[src/rtl/cache_pkg.sv]
// Shared types and constants for the cache line-fill controller.
package cache_pkg;

  localparam int NL     = 256;
  localparam int LSS    = 8;
  localparam int LINE_W = 256;
  localparam int WORD_W = 32;
  localparam int WPL    = 8;
  localparam int WSEL_W = 3;

  typedef enum logic [2:0] {
    IDLE  = 3'd0,
    REQ   = 3'd1,
    FILL  = 3'd2,
    WRITE = 3'd3,
    DONE  = 3'd4,
    ERR   = 3'd5
  } state_e;

  // Word slot for burst beat k: the burst starts at the critical word and wraps in the line.
  function automatic logic [WSEL_W-1:0] wrap_slot(input logic [WSEL_W-1:0] crit_w,
                                                  input logic [WSEL_W-1:0] beat);
    return crit_w + beat;
  endfunction

endpackage

[src/rtl/cache_fill_ctrl_if.sv]
// Core-miss, memory-burst, store and RAM-write signals of the fill controller.
interface cache_fill_ctrl_if;

  logic                         miss_req;
  logic [31:0]                  miss_addr;
  logic                         miss_busy;
  logic [31:0]                  crit_data;
  logic                         crit_vld;
  logic                         fill_done;
  logic                         fill_err;

  logic                         mem_req;
  logic [31:0]                  mem_addr;
  logic                         mem_gnt;
  logic                         mem_valid;
  logic [31:0]                  mem_data;
  logic                         mem_err;

  logic                         st_req;
  logic [cache_pkg::LSS-1:0]    st_sel;
  logic [cache_pkg::LINE_W-1:0] st_line;
  logic                         st_stall;

  logic [cache_pkg::LSS-1:0]    wr_sel;
  logic [cache_pkg::LINE_W-1:0] wr_line;
  logic                         wr_ena;

  // Controller side.
  modport master (
    input  miss_req, miss_addr, mem_gnt, mem_valid, mem_data, mem_err,
           st_req, st_sel, st_line,
    output miss_busy, crit_data, crit_vld, fill_done, fill_err,
           mem_req, mem_addr, st_stall, wr_sel, wr_line, wr_ena
  );

  // Core / memory / RAM side.
  modport slave (
    output miss_req, miss_addr, mem_gnt, mem_valid, mem_data, mem_err,
           st_req, st_sel, st_line,
    input  miss_busy, crit_data, crit_vld, fill_done, fill_err,
           mem_req, mem_addr, st_stall, wr_sel, wr_line, wr_ena
  );

endinterface

[src/rtl/cache_fill_ctrl_line_buf.sv]
// Line assembly buffer: one 256-bit register written a word at a time.
// line_o shows the line including any word written this cycle, so the
// last beat can go straight into the RAM write register.
module fill_line_buf
  import cache_pkg::*;
(
  input  logic              clk_i,
  input  logic              rst_n_i,
  input  logic              clr_i,
  input  logic              we_i,
  input  logic [WSEL_W-1:0] wsel_i,
  input  logic [WORD_W-1:0] wdata_i,
  output logic [LINE_W-1:0] line_o
);

  logic [LINE_W-1:0] line_q, line_d;

  // Next line value: clear wins, otherwise merge the selected word.
  always_comb begin
    line_d = line_q;
    if (clr_i) begin
      line_d = '0;
    end else if (we_i) begin
      for (int j = 0; j < WPL; j++) begin
        if (wsel_i == j[WSEL_W-1:0]) line_d[j*WORD_W +: WORD_W] = wdata_i;
      end
    end
  end

  // Line register.
  always_ff @(posedge clk_i or negedge rst_n_i) begin
    if (!rst_n_i) line_q <= '0;
    else          line_q <= line_d;
  end

  assign line_o = line_d;

endmodule

[src/rtl/cache_fill_ctrl.sv]
// Line-fill controller: critical-word-first burst fetch, line assembly and
// arbitration of the single RAM write port between fills and store hits.
//
// state | meaning
// IDLE  | waiting for a miss
// REQ   | burst request on the memory bus, waiting for grant
// FILL  | collecting the 8 wrapping beats
// WRITE | filled line on the RAM write port
// DONE  | fill_done pulse
// ERR   | fill_err pulse, line discarded
module cache_fill_ctrl
  import cache_pkg::*;
(
  input logic               nGCLK,
  input logic               nRESET,
  cache_fill_ctrl_if.master bus
);

  state_e              state_q, state_d;
  logic [LSS-1:0]      fill_idx_q, fill_idx_d;
  logic [WSEL_W-1:0]   crit_w_q, crit_w_d;
  logic [WSEL_W-1:0]   beat_q, beat_d;
  logic [31:0]         mem_addr_q, mem_addr_d;
  logic [WORD_W-1:0]   crit_data_q, crit_data_d;
  logic                crit_vld_d;
  logic                mem_req_q, crit_vld_q, fill_done_q, fill_err_q, miss_busy_q;
  logic                wr_ena_q, wr_ena_d;
  logic [LSS-1:0]      wr_sel_q, wr_sel_d;
  logic [LINE_W-1:0]   wr_line_q, wr_line_d;
  logic                buf_clr, buf_we;
  logic [LINE_W-1:0]   buf_line;
  logic                last_beat, fill_wr, st_stall, st_acc;

  fill_line_buf u_buf (
    .clk_i   (nGCLK),
    .rst_n_i (nRESET),
    .clr_i   (buf_clr),
    .we_i    (buf_we),
    .wsel_i  (wrap_slot(crit_w_q, beat_q)),
    .wdata_i (bus.mem_data),
    .line_o  (buf_line)
  );

  // Next-state, beat counting and buffer control.
  always_comb begin
    state_d     = state_q;
    fill_idx_d  = fill_idx_q;
    crit_w_d    = crit_w_q;
    beat_d      = beat_q;
    mem_addr_d  = mem_addr_q;
    crit_data_d = crit_data_q;
    crit_vld_d  = 1'b0;
    buf_clr     = 1'b0;
    buf_we      = 1'b0;
    case (state_q)
      IDLE: begin
        if (bus.miss_req) begin
          mem_addr_d = bus.miss_addr & 32'hFFFF_FFFC;
          fill_idx_d = bus.miss_addr[LSS+4:5];
          crit_w_d   = bus.miss_addr[4:2];
          beat_d     = '0;
          buf_clr    = 1'b1;
          state_d    = REQ;
        end
      end
      REQ: begin
        if (bus.mem_gnt) state_d = FILL;
      end
      FILL: begin
        if (bus.mem_valid) begin
          if (bus.mem_err) begin
            buf_clr = 1'b1;
            state_d = ERR;
          end else begin
            buf_we = 1'b1;
            beat_d = beat_q + 3'd1;
            if (beat_q == 3'd0) begin
              crit_vld_d  = 1'b1;
              crit_data_d = bus.mem_data;
            end
            if (beat_q == 3'd7) state_d = WRITE;
          end
        end
      end
      WRITE:   state_d = DONE;
      DONE:    state_d = IDLE;
      ERR:     state_d = IDLE;
      default: state_d = IDLE;
    endcase
  end

  // Write-port arbitration: a store never shares a cycle with the fill write.
  always_comb begin
    last_beat = (state_q == FILL) && bus.mem_valid && (beat_q == 3'd7);
    fill_wr   = last_beat && !bus.mem_err;
    st_stall  = bus.st_req &&
                (((state_q == FILL) && ((bus.st_sel == fill_idx_q) || last_beat)) ||
                 (state_q == WRITE));
    st_acc    = bus.st_req && !st_stall;
    wr_ena_d  = fill_wr || st_acc;
    wr_sel_d  = wr_sel_q;
    wr_line_d = wr_line_q;
    if (fill_wr) begin
      wr_sel_d  = fill_idx_q;
      wr_line_d = buf_line;
    end else if (st_acc) begin
      wr_sel_d  = bus.st_sel;
      wr_line_d = bus.st_line;
    end
  end

  // State and registered outputs.
  always_ff @(posedge nGCLK or negedge nRESET) begin
    if (!nRESET) begin
      state_q     <= IDLE;
      fill_idx_q  <= '0;
      crit_w_q    <= '0;
      beat_q      <= '0;
      mem_addr_q  <= '0;
      mem_req_q   <= 1'b0;
      crit_data_q <= '0;
      crit_vld_q  <= 1'b0;
      fill_done_q <= 1'b0;
      fill_err_q  <= 1'b0;
      miss_busy_q <= 1'b0;
      wr_ena_q    <= 1'b0;
      wr_sel_q    <= '0;
      wr_line_q   <= '0;
    end else begin
      state_q     <= state_d;
      fill_idx_q  <= fill_idx_d;
      crit_w_q    <= crit_w_d;
      beat_q      <= beat_d;
      mem_addr_q  <= mem_addr_d;
      mem_req_q   <= (state_d == REQ);
      crit_data_q <= crit_data_d;
      crit_vld_q  <= crit_vld_d;
      fill_done_q <= (state_d == DONE);
      fill_err_q  <= (state_d == ERR);
      // Busy drops together with the done/err pulse.
      miss_busy_q <= (state_d == REQ) || (state_d == FILL) || (state_d == WRITE);
      wr_ena_q    <= wr_ena_d;
      wr_sel_q    <= wr_sel_d;
      wr_line_q   <= wr_line_d;
    end
  end

  assign bus.mem_req   = mem_req_q;
  assign bus.mem_addr  = mem_addr_q;
  assign bus.crit_data = crit_data_q;
  assign bus.crit_vld  = crit_vld_q;
  assign bus.fill_done = fill_done_q;
  assign bus.fill_err  = fill_err_q;
  assign bus.miss_busy = miss_busy_q;
  assign bus.st_stall  = st_stall;
  assign bus.wr_ena    = wr_ena_q;
  assign bus.wr_sel    = wr_sel_q;
  assign bus.wr_line   = wr_line_q;

endmodule

[src/flat_wrapper.sv]
// flat-port wrapper written by rule: the top's interface ports become plain ports
module cache_fill_ctrl_flat import cache_pkg::*;
  (nGCLK, nRESET, bus_miss_req, bus_miss_addr, bus_mem_gnt, bus_mem_valid, bus_mem_data, bus_mem_err, bus_st_req, bus_st_sel, bus_st_line, bus_miss_busy, bus_crit_data, bus_crit_vld, bus_fill_done, bus_fill_err, bus_mem_req, bus_mem_addr, bus_st_stall, bus_wr_sel, bus_wr_line, bus_wr_ena);
  cache_fill_ctrl_if bus_i ();
  input logic nGCLK;
  input logic nRESET;
  input wire logic [$bits(bus_i.miss_req)-1:0] bus_miss_req;
  input wire logic [$bits(bus_i.miss_addr)-1:0] bus_miss_addr;
  input wire logic [$bits(bus_i.mem_gnt)-1:0] bus_mem_gnt;
  input wire logic [$bits(bus_i.mem_valid)-1:0] bus_mem_valid;
  input wire logic [$bits(bus_i.mem_data)-1:0] bus_mem_data;
  input wire logic [$bits(bus_i.mem_err)-1:0] bus_mem_err;
  input wire logic [$bits(bus_i.st_req)-1:0] bus_st_req;
  input wire logic [$bits(bus_i.st_sel)-1:0] bus_st_sel;
  input wire logic [$bits(bus_i.st_line)-1:0] bus_st_line;
  output wire logic [$bits(bus_i.miss_busy)-1:0] bus_miss_busy;
  output wire logic [$bits(bus_i.crit_data)-1:0] bus_crit_data;
  output wire logic [$bits(bus_i.crit_vld)-1:0] bus_crit_vld;
  output wire logic [$bits(bus_i.fill_done)-1:0] bus_fill_done;
  output wire logic [$bits(bus_i.fill_err)-1:0] bus_fill_err;
  output wire logic [$bits(bus_i.mem_req)-1:0] bus_mem_req;
  output wire logic [$bits(bus_i.mem_addr)-1:0] bus_mem_addr;
  output wire logic [$bits(bus_i.st_stall)-1:0] bus_st_stall;
  output wire logic [$bits(bus_i.wr_sel)-1:0] bus_wr_sel;
  output wire logic [$bits(bus_i.wr_line)-1:0] bus_wr_line;
  output wire logic [$bits(bus_i.wr_ena)-1:0] bus_wr_ena;
  assign bus_i.miss_req = bus_miss_req;
  assign bus_i.miss_addr = bus_miss_addr;
  assign bus_i.mem_gnt = bus_mem_gnt;
  assign bus_i.mem_valid = bus_mem_valid;
  assign bus_i.mem_data = bus_mem_data;
  assign bus_i.mem_err = bus_mem_err;
  assign bus_i.st_req = bus_st_req;
  assign bus_i.st_sel = bus_st_sel;
  assign bus_i.st_line = bus_st_line;
  assign bus_miss_busy = bus_i.miss_busy;
  assign bus_crit_data = bus_i.crit_data;
  assign bus_crit_vld = bus_i.crit_vld;
  assign bus_fill_done = bus_i.fill_done;
  assign bus_fill_err = bus_i.fill_err;
  assign bus_mem_req = bus_i.mem_req;
  assign bus_mem_addr = bus_i.mem_addr;
  assign bus_st_stall = bus_i.st_stall;
  assign bus_wr_sel = bus_i.wr_sel;
  assign bus_wr_line = bus_i.wr_line;
  assign bus_wr_ena = bus_i.wr_ena;
  cache_fill_ctrl u_core (.nGCLK(nGCLK), .nRESET(nRESET), .bus(bus_i));
endmodule
[config.mk]
export PLATFORM = sky130hd
export DESIGN_NAME = cache_fill_ctrl_flat
export DESIGN_NICKNAME = d
export VERILOG_FILES = /design/src/rtl/cache_pkg.sv /design/src/rtl/cache_fill_ctrl_if.sv /design/src/rtl/cache_fill_ctrl_line_buf.sv /design/src/rtl/cache_fill_ctrl.sv /design/src/flat_wrapper.sv
export SDC_FILE = /design/constraint.sdc
export NUM_CORES = 1
export LEC_CHECK = 0
export ABC_AREA = 1
export CAP_MARGIN = 20
export CORE_UTILIZATION = 45
export CTS_CLUSTER_SIZE = 14
export DETAILED_ROUTE_END_ITERATION = 16
export PLACE_DENSITY_LB_ADDON = 0.2
export SYNTH_ARGS = -nofsm -noshare
export SYNTH_HDL_FRONTEND = slang
export SYNTH_SLANG_ARGS = --single-unit
[constraint.sdc]
create_clock -name nGCLK -period 4.6 [get_ports nGCLK]
set_input_delay 1.38 -clock nGCLK [delete_from_list [all_inputs] [get_ports nGCLK]]
set_output_delay 1.38 -clock nGCLK [all_outputs]
set_load 0.005 [all_outputs]
# After elaboration in Yosys (flattened, before gate mapping)
# Index checks and enable logic that the tools add are counted.
# totals
wordCells,94
regBits,605
inputBits,335
# op_classes
addsub,2
n_mux,35
eq_ne,20
reduce_logical,21
n_bitwise,1
# op_table
cell,n
$mux W256,4
$mux W32,8
$mux W3,8
$eq A3 B3 Y1 const B,7
$eq A3 B2 Y1 const B,6
$mux W8,2
$pmux W3 S4,1
$mux W1,10
$eq A3 B1 Y1 const B,3
$logic_not A3 Y1,3
$eq A8 B8 Y1,1
$reduce_and A4 Y1,2
$logic_and A1 B1 Y1,6
$ne A2 B2 Y1 const B,3
$pmux W3 S2,1
$logic_or A1 B1 Y1,5
$reduce_bool A2 Y1,2
$add A3 B1 Y3 const B,1
$add A3 B3 Y3,1
$logic_not A1 Y1,2
$pmux W1 S2,1
$reduce_and A2 Y1,1
$not A1 Y1,1

# Depth between registers and ports, before layout
# logic_depth
word_depth,11
depth_mapped,12
ltp_nobuf,11

# By module
# A second synthesis with hierarchy kept.
# unflattened
cells_unflattened,3805
area_unflattened_um2,28297.1
# by_module_without_submodules
module,area_per_inst_um2,instances,seq_area_each_um2,cells_per_inst
cache_fill_ctrl,17093.9,1,8458.1,2368
fill_line_buf,11203.2,1,6406.1,1437

# Least setup slack after synthesis
# No wires, ideal clock.
# synth_timing
path_kind,input to output
from,input port bus_st_sel[0]
to,output port bus_st_stall
stages,9
slack_ps,822
arrival_time_ps,2398
path_buffers,2
cell_sequence,inv_1 > nand2_1 > nand2_1 > nand2_1 > nor2_1 > nand3_1 > clkbuf_1 > clkbuf_1 > a21boi_0
# synth_between
elab_chain_cells,5
# synth_lines
element,line,source
from (decl),flat_wrapper.sv:14,input wire logic [$bits(bus_i.st_sel)-1:0] bus_st_sel;
$eq A8 B8 Y1,cache_fill_ctrl.sv:97,(((state_q == FILL) && ((bus.st_sel == fill_idx_q) || last_beat)) ||
$logic_or A1 B1 Y1,cache_fill_ctrl.sv:97,
$logic_and A1 B1 Y1,cache_fill_ctrl.sv:97,
$logic_or A1 B1 Y1,cache_fill_ctrl.sv:97,
$logic_and A1 B1 Y1,cache_fill_ctrl.sv:96,st_stall = bus.st_req &&
to (decl),flat_wrapper.sv:23,output wire logic [$bits(bus_i.st_stall)-1:0] bus_st_stall;
# Every way passes these cells.

# Final worst setup path
# layout_timing
from,input port bus_st_sel[3]
to,output port bus_st_stall
# Same word-level chain as after synthesis.

==> reports/metrics.cfg <==
[status]
outcome=completed

[die]
ios=670
dieHeight_um=259.3
core_area_um2=64930
die-width_um=259.3
die_area_um2=67240
start_util=0.4589
std_cell_rows=93

[setup_path]
cp.arrival_ns=3.04
crit_type=input port to output pin
r2r-start=u_core.crit_w_q[0]
slowest_delay_ns=0.54
crit_start=bus_st_sel[3]
crit_slowest_cell=clkdlybuf4s50_1
end_kind=output pin
crit_top_cell=clkdlybuf4s50_1
critPathRequiredTime_ns=3.22
path_cells=clkdlybuf4s50_1 -> xnor2_1 -> nand2_1 -> nor2_2 -> nand3_4 -> a21boi_0 -> clkdlybuf4s50_1
startpoint_type=input port
cp_max_fo=2
reg2regPathDepth=13

[grt]
grt_first_pass_wirelength_um=165700
grt_max_degree=234
grt_antenna_before_repair=9
grt_remaining_overflow=0
grt_pass1_vias=27468
grt_util_all_layers=0.3230

[synth]
yosys-top-cells-area=dfrtp_1, nand2_1, nand3_1
synth_top_area_frac=0.4989
yosysMostFrequentCell=nand2_1
yosys_warnings=0
synth_seq_cells=594
synth_area_um2=29790
syn_area_per_cell_um2=7.924
synth.distinct_cells=28
syn_inst=3760
synth-edff-count=0
yosys-top-cells-count=nand2_1, nand3_1, dfrtp_1
synthFlopType=dfrtp_1
ys_seq_area_frac=0.4989
async_reset_ff_frac=1.000
synth_area_leader_cell=dfrtp_1

[cells_and_area]
syn_to_final_growth_pct=31.35
post_route_cells_drive_above_1_share=0.04914
nNetsFinal=4583

[cts]
cts_setup_buffers=0
h-tree-depth=3
cts_tree=built
holdBufCountCts=0
clk_path_buf_depth=3
cts_buffers=67
root_buffer=clkbuf_16
clkTransAtPathRegs_ns=0.06
clock_latency_ns=0.61
cts_num_sinks=594

[power]
seq_power_share=0.379
leakage_uw=0.02030
switching_share=0.3337
switching_power_uw=6082
power_frac_comb=0.324
powerDensity_nw_per_um2=465.7
internal_power_uw=12140
total_power_uw=18230
pwr-share-clk=0.297
vdd_drop_max_uv=337.8

[detailed_routing]
vias=29168
routed_wirelength_um=111600
ant_nets=0
vias_per_cell=5.660
post-route-drc-count=0
drtIter0Drc=3994
wl_per_cell_um=21.66
first_pass_iters=6

[place]
place_congestion=0.8353
io_buffer_count=665
dp_hpwl_um=71460

[worst_hold_path]
hold_depth=2
hold_class=register to register
hp-start=u_core.bus.crit_data[31]

[sta]
relSlewSlack=0.1186
skew_ns=0.01405
slew_violations=0
fmax_mhz=226.5
tightest_slew_ns=1.322
setup_tns_ns=0
hold_viol=0
rsz0062_at_grt=no
setup_violations=0
timing.final.crit_share=0.9598
fin_crit_ns=4.415

[flow_run]
maxCapViolCount=0

logic make-up (layout without fill, tap and decap cells):
kind of cell	Yosys count	in the layout	share of synthesized area
compound gates	46	46	0.007811
xor+xnor	5	5	0.001470
fa+ha+maj	5	5	0.002352
buf+inv	765	1298	0.1057
flops	594	594	0.4989
mux	25	25	0.009449
other cells	1	6	0.0001259
simple gates	2319	2319	0.3742
final timing paths:
kind | endpoint | slack [ns]
min | u_core.bus.crit_data[31] | 0.48
min in group asynchronous | u_core.bus.wr_line[60] | 0.69
max reg2reg | u_core.bus.wr_line[5] | 1.24
max | bus_st_stall | 0.18
min reg2reg | u_core.bus.crit_data[31] | 0.48
max in group asynchronous | u_core.bus.wr_line[152] | 2.83
metrics by stage:
stage / util / setup slack (ns) / hold WS, ns / cell area [µm²] / cells
2_1_floorplan: - / 0.8224 / 0.4763 / 29800 / 3761
3_3_place_gp: 0.5689 / -0.01127 / 0.4646 / 36940 / 5029
3_5_place_dp: 0.5689 / -0.04062 / 0.4721 / 36940 / 5029
4_1_cts: 0.6026 / 0.03918 / 0.4869 / 39120 / 5149
5_1_grt: 0.6027 / 0.07589 / 0.5002 / 39130 / 5151
6_report: 0.6027 / 0.1849 / 0.4838 / 39140 / 5153
layer usage:
| layer | vias to the layer above | track usage | routed length (µm) |
|---|---|---|---|
| li1 | 13446 | - | - |
| met1 | 14035 | 0.4269 | 44010 |
| met2 | 1414 | 0.5097 | 52400 |
| met3 | 265 | 0.06630 | 10000 |
| met4 | 8 | 0.1497 | 5150 |
| met5 | - | 0 | 58 |
power groups by stage:
stage                     combinational [µW]  clock [µW]  sequential (µW)
after floorplan                         2710           0             6960
after global placement                  5780           0             6940
after detailed placement                5830           0             6970
after CTS                               5870        5470             6900
after global routing                    6390        5640             7020
final                                   5900        5420             6910
worst max-delay path, delay by kind of cell:
family	cells	cell delay, ns
buffers and inverters	2	1.03
AND/OR/NAND/NOR	3	0.34
AO/OA/AOI/OAI	1	0.16
XOR/XNOR	1	0.12
cell usage in the layout, fill, tap and decap left out, types with 3 or more instances in the layout:
| master | n |
|---|---|
| a21oi_1 | 5 |
| and3_1 | 256 |
| buf_12 | 22 |
| buf_4 | 49 |
| clkbuf_1 | 24 |
| clkbuf_16 | 69 |
| clkbuf_8 | 17 |
| clkdlybuf4s50_1 | 662 |
| clkinv_1 | 32 |
| clkinv_2 | 3 |
| dfrtp_1 | 594 |
| diode_2 | 4 |
| ha_1 | 4 |
| inv_1 | 406 |
| inv_6 | 3 |
| mux2_2 | 25 |
| nand2_1 | 873 |
| nand3_1 | 652 |
| nand4_1 | 384 |
| nor2_1 | 138 |
| nor2_4 | 5 |
| o21ai_0 | 40 |
| xnor2_1 | 5 |
cell type report:
class / instances / area, µm²
Clock buffer: 110 / 2051
Sequential cell: 594 / 14860
Inverter: 443 / 1683
Fill cell: 5915 / 25790
Timing Repair Buffer: 735 / 7462
Multi-Input combinational cell: 2402 / 11860
Clock inverter: 10 / 133.9
Antenna cell: 4 / 10.01
Tap cell: 855 / 1070
what timing repair did:
action,CTS,global route
endpoints found under the hold margin,0,0
setup endpoints to repair,1,1
resized for setup,1,1
pin swaps,0,0
flip-flops by register name (all words and copies together), names as in the netlist, 2 cells and up:
| name | flops |
|---|---|
| u_core.beat_q | 3 |
| u_core.bus.crit_data | 32 |
| u_core.bus.mem_addr | 21 |
| u_core.bus.wr_line | 256 |
| u_core.bus.wr_sel | 8 |
| u_core.crit_w_q | 2 |
| u_core.fill_idx_q | 7 |
| u_core.state_q | 3 |
| u_core.u_buf.line_q | 256 |
Note: power is estimated with default switching activity, not from simulation.
